## config.mk

```make
export PLATFORM = sky130hd
export DESIGN_NAME = uart_tx_scheduler
export DESIGN_NICKNAME = d
export VERILOG_FILES = /design/src/rtl/uart_tx_scheduler.sv
export SDC_FILE = /design/constraint.sdc
export NUM_CORES = 1
export LEC_CHECK = 0
export CAP_MARGIN = 40
export CORE_ASPECT_RATIO = 1.1
export CORE_MARGIN = 5
export CORE_UTILIZATION = 35
export DETAILED_ROUTE_END_ITERATION = 6
export PLACE_DENSITY = 0.68
export SYNTH_ARGS = -nofsm -noshare
export SYNTH_HDL_FRONTEND = slang
export SYNTH_SLANG_ARGS = --single-unit
```

## constraint.sdc

```tcl
create_clock -name clk -period 2.1 [get_ports clk]
set_input_delay 0.42 -clock clk [delete_from_list [all_inputs] [get_ports clk]]
set_output_delay 0.42 -clock clk [all_outputs]
set_load 0.01 [all_outputs]
```

## src/rtl/uart_tx_scheduler.sv

```systemverilog
// uart_tx_scheduler
//   Round-robin arbiter that shares one 8N1 UART transmitter core between
//   NUM_REQ byte producers. It accepts one byte per valid/ready handshake and
//   pulses the core's begin input. It then follows tx_busy_flag until the
//   frame is finished.
//
// Ports
//   clk            system clock, rising edge
//   rst            synchronous reset, active-high
//   req_valid      per-requester byte available
//   req_data       byte of requester i at [8*i+7:8*i]
//   req_ready      one-hot accept pulse (one cycle)
//   tx_begin_flag  one-cycle start pulse to the tx core
//   tx_data        byte to the tx core, held until the next grant
//   tx_busy_flag   tx core busy (frame in progress)
//   grant_id       index of the last granted requester
//   sched_busy     high whenever the FSM is not idle
//   err_timeout    one-cycle pulse when the core never went busy
//
// state       | meaning
// ------------+------------------------------------------------------
// S_IDLE      | waiting for a valid request while the tx core is quiet
// S_START     | byte latched, begin pulse goes out on this edge
// S_WAIT_BUSY | waiting up to BUSY_TIMEOUT cycles for the core to go busy
// S_WAIT_DONE | frame in flight, waiting for busy to drop
module uart_tx_scheduler #(
  parameter int NUM_REQ      = 2,
  parameter int BUSY_TIMEOUT = 16,
  localparam int GW          = $clog2(NUM_REQ)
) (
  input  logic                 clk,
  input  logic                 rst,
  input  logic [NUM_REQ-1:0]   req_valid,
  input  logic [8*NUM_REQ-1:0] req_data,
  output logic [NUM_REQ-1:0]   req_ready,
  output logic                 tx_begin_flag,
  output logic [7:0]           tx_data,
  input  logic                 tx_busy_flag,
  output logic [GW-1:0]        grant_id,
  output logic                 sched_busy,
  output logic                 err_timeout
);

  localparam int CW = (BUSY_TIMEOUT > 2) ? $clog2(BUSY_TIMEOUT) : 1;

  localparam logic [1:0] S_IDLE      = 2'd0;
  localparam logic [1:0] S_START     = 2'd1;
  localparam logic [1:0] S_WAIT_BUSY = 2'd2;
  localparam logic [1:0] S_WAIT_DONE = 2'd3;

  logic [1:0]    state;
  logic [CW-1:0] cnt;
  logic [GW-1:0] win;
  logic [GW:0]   scan;
  logic [7:0]    win_data;

  // Scan from farthest to nearest so the last hit is the first valid index
  // after grant_id; the extra bit keeps grant_id+k from overflowing before
  // the modulo fold.
  always_comb begin
    win  = grant_id;
    scan = '0;
    for (int k = NUM_REQ; k >= 1; k--) begin
      scan = {1'b0, grant_id} + (GW+1)'(k);
      if (scan >= (GW+1)'(NUM_REQ)) scan = scan - (GW+1)'(NUM_REQ);
      if (req_valid[scan[GW-1:0]]) win = scan[GW-1:0];
    end
  end

  always_comb begin
    win_data = 8'h00;
    for (int i = 0; i < NUM_REQ; i++) begin
      if (win == GW'(i)) win_data = req_data[8*i +: 8];
    end
  end

  always_ff @(posedge clk) begin
    if (rst) begin
      state         <= S_IDLE;
      cnt           <= '0;
      req_ready     <= '0;
      tx_begin_flag <= 1'b0;
      tx_data       <= 8'h00;
      grant_id      <= GW'(NUM_REQ-1);
      sched_busy    <= 1'b0;
      err_timeout   <= 1'b0;
    end else begin
      req_ready     <= '0;
      tx_begin_flag <= 1'b0;
      err_timeout   <= 1'b0;
      case (state)
        S_IDLE: begin
          // A busy core here is a foreign or late frame: never start on top of it.
          if (!tx_busy_flag && (|req_valid)) begin
            req_ready  <= NUM_REQ'(1) << win;
            tx_data    <= win_data;
            grant_id   <= win;
            state      <= S_START;
            sched_busy <= 1'b1;
          end
        end
        S_START: begin
          tx_begin_flag <= 1'b1;
          cnt           <= '0;
          state         <= S_WAIT_BUSY;
        end
        S_WAIT_BUSY: begin
          if (tx_busy_flag) begin
            state <= S_WAIT_DONE;
          end else if (cnt == CW'(BUSY_TIMEOUT-1)) begin
            // Byte is dropped; the requester already saw its ready.
            err_timeout <= 1'b1;
            state       <= S_IDLE;
            sched_busy  <= 1'b0;
          end else begin
            cnt <= cnt + 1'b1;
          end
        end
        S_WAIT_DONE: begin
          if (!tx_busy_flag) begin
            state      <= S_IDLE;
            sched_busy <= 1'b0;
          end
        end
        default: begin
          state      <= S_IDLE;
          sched_busy <= 1'b0;
        end
      endcase
    end
  end

endmodule

```

==> flow_summary.ini <==
[routing]
drc = 0
first_iter_violations = 56
wirelength_mm = 2.82
avgViaCountPerCell = 5.76
dr.pass1.iters = 4
ant_nets = 0
post_drt_wl_per_cell_um = 14.8
dr_total_vias = 1095

[sta]
rsz0062_at_grt = no
holdWs_ns = 0.536
timing.final.crit_period_ns = 1.75
fin_crit_sh_pct = 83.4
hold_viol = 0
fin_skew_ns = 0.00930
setup_viol = 0
relSlewSlack_pct = 67.7
tns_ns = 0
drv_slew = 0
clock.fmax_mhz = 571
worstMarginPinSlew_ns = 0.483

[clock_network]
h-tree-depth = 1
ctsHoldBuffers = 0
postCtsSetupBuffers = 0
clockRootBuffer = clkbuf_4
numClockSinks = 20
cts_buffers = 3
path_clk_slew_ns = 0.13
clk_latency_ns = 0.31
cts_resized = 0
clock_path_buffers = 2
cts_tree = yes

[die]
die_height_um = 67.9
die_area_mm2 = 0.00425
rows = 21
start_util_pct = 35.6
ios = 35
die_w_um = 62.6
coreArea_mm2 = 0.00300

[yosys]
syn_area_per_cell_um2 = 8.81
syn-num-nets = 148
ys_seq_area_share_pct = 37.6
synthFlopType = dfxtp_1
syn_area_mm2 = 0.00107
synth.distinct_cells = 38
synth_warnings = 0
synth_edf_count = 0
synth_seq_cells = 20
syn-instance-count = 121
synthArstFlopShare_pct = 0

[setup_path]
crit_chain = clkdlybuf4s50_1
cp_num_buf_inv = 1
reg2reg_depth = 5
path_class = flop to output pin
cp.arrival_ns = 1.33
critPathTopFamily = buffers and inverters
cp_slowest_cell = clkdlybuf4s50_1
crit_fanout = 6
cp.required_ns = 1.68
worstSetupStartpointType = flop
crit_cells = 1
r2r_slack_ns = 0.41
startpoint = grant_id
cp-end-kind = output pin
reg2reg_from = state[0]
cpPeakStageDelay_ns = 0.58

[power]
max-vdd-ir-drop_v = 0.000907
cellLeakagePower_nw = 0.530
power_density_mw_per_mm2 = 964

[layout]
fill_cells = 296
nets = 184
antenna_cells = 0
multi_input_area_um2 = 619
layout.area.seq_um2 = 400
postLayoutCoreUtil_pct = 49.8
drive_gt1_share_pct = 6.41
area_delta_synth_final_pct = 40.0
stdcell_count = 190
stdcell_area_mm2 = 0.00149

[place]
io_buffers = 34
place_inst = 186
gp_congestion = 0.876
placed_cell_area_mm2 = 0.00144
hpwlAfterDp_mm = 2.21

[global_routing]
grt_pass1_vias = 1136
grt-ovfl-total = 0
antenna_found_initial = 0
grt_usage_pct = 14.7
grt_first_pass_wirelength_mm = 5.13
grt_max_degree = 16

[hold_path]
hold_path_depth = 2
hp-start = tx_data[0]
hold_class = flop to flop

[job]
max_cap_violations = 0

[run_status]
status = finished clean
[where the power goes]
part / total (W) / internal [W] / leakage, nW / switching [W]
Combinational: 0.000603 / 0.000308 / 0.339 / 0.000295
Sequential: 0.000510 / 0.000457 / 0.164 / 0.0000532
Clock: 0.000325 / 0.000193 / 0.0279 / 0.000132
[cells in the mapped netlist, types with 2 or more instances]
cell type / n / share of area, %
clkbuf_1: 2 / 0.70
ha_1: 6 / 7.0
nand3_1: 12 / 5.6
nand2b_1: 4 / 2.3
o211ai_1: 4 / 2.8
buf_2: 3 / 1.4
a311oi_1: 8 / 6.6
o21ai_0: 9 / 4.2
and2_1: 2 / 1.2
nor2_1: 4 / 1.4
inv_1: 2 / 0.70
nor2b_1: 4 / 2.3
a21oi_1: 11 / 5.2
a211oi_1: 2 / 1.4
nand2_1: 3 / 1.1
nor3_1: 2 / 0.94
or3_1: 2 / 1.2
dfxtp_1: 20 / 38
or2_1: 2 / 1.2
[through the flow]
| step | setup slack (ns) | total power [W] |
|---|---|---|
| detailed placement | 0.181 | 0.00112 |
| global route | 0.253 | 0.00155 |
| CTS | 0.337 | 0.00145 |
| global placement | 0.259 | 0.00110 |
| floorplan | 0.598 | 0.000873 |
| finish | 0.348 | 0.00144 |
[cell usage in the layout (no fill, tap or decap), types with 4 or more instances in the layout]
cell / Yosys / final
a21oi_1: 11 / 11
a311oi_1: 8 / 8
buf_4: 0 / 4
clkdlybuf4s50_1: 0 / 34
dfxtp_1: 20 / 20
ha_1: 6 / 6
nand2b_1: 4 / 4
nand3_1: 12 / 12
nor2_1: 4 / 4
nor2b_1: 4 / 4
o211ai_1: 4 / 4
o21ai_0: 9 / 9
[logic make-up (layout without fill, tap and decap cells)]
| kind of cell | Yosys count | count (layout) | share of synthesized area, % |
|---|---|---|---|
| simple gates | 45 | 45 | 24.8 |
| compound gates | 39 | 39 | 24.3 |
| flops | 20 | 20 | 37.6 |
| buf+inv | 9 | 44 | 4.34 |
| fa+ha+maj | 6 | 6 | 7.04 |
| mux | 2 | 2 | 2.00 |
[state kept, by name, summed over array words and instances (netlist names)]
signal and cells:
sched_busy 1, state 2, tx_begin_flag 1, req_ready 2
tx_data 8, err_timeout 1, grant_id 1, cnt 4
[final cells by class]
class                      instances  area share (%)
clock buffer                       3            1.51
timing repair buffer              38            24.8
inverter                           2           0.503
clock inverter                     1            2.01
multi-input combinational         92            41.5
tap                               34            2.85
sequential                        20            26.8
[path summary, 6_finish.rpt]
path                 to
max            grant_id
min          tx_data[0]
max reg2reg    state[0]
min reg2reg  tx_data[0]
[routing by layer]
layer | up-vias | wire, um | global-route usage, %
met1 | 516 | 1200 | 16.3
li1 | 526 | - | -
met3 | 2 | 220 | 4.60
met5 | - | 0 | 0
met4 | 0 | 10 | 2.92
met2 | 51 | 1390 | 28.1
Power figures use the tool's default switching activity.
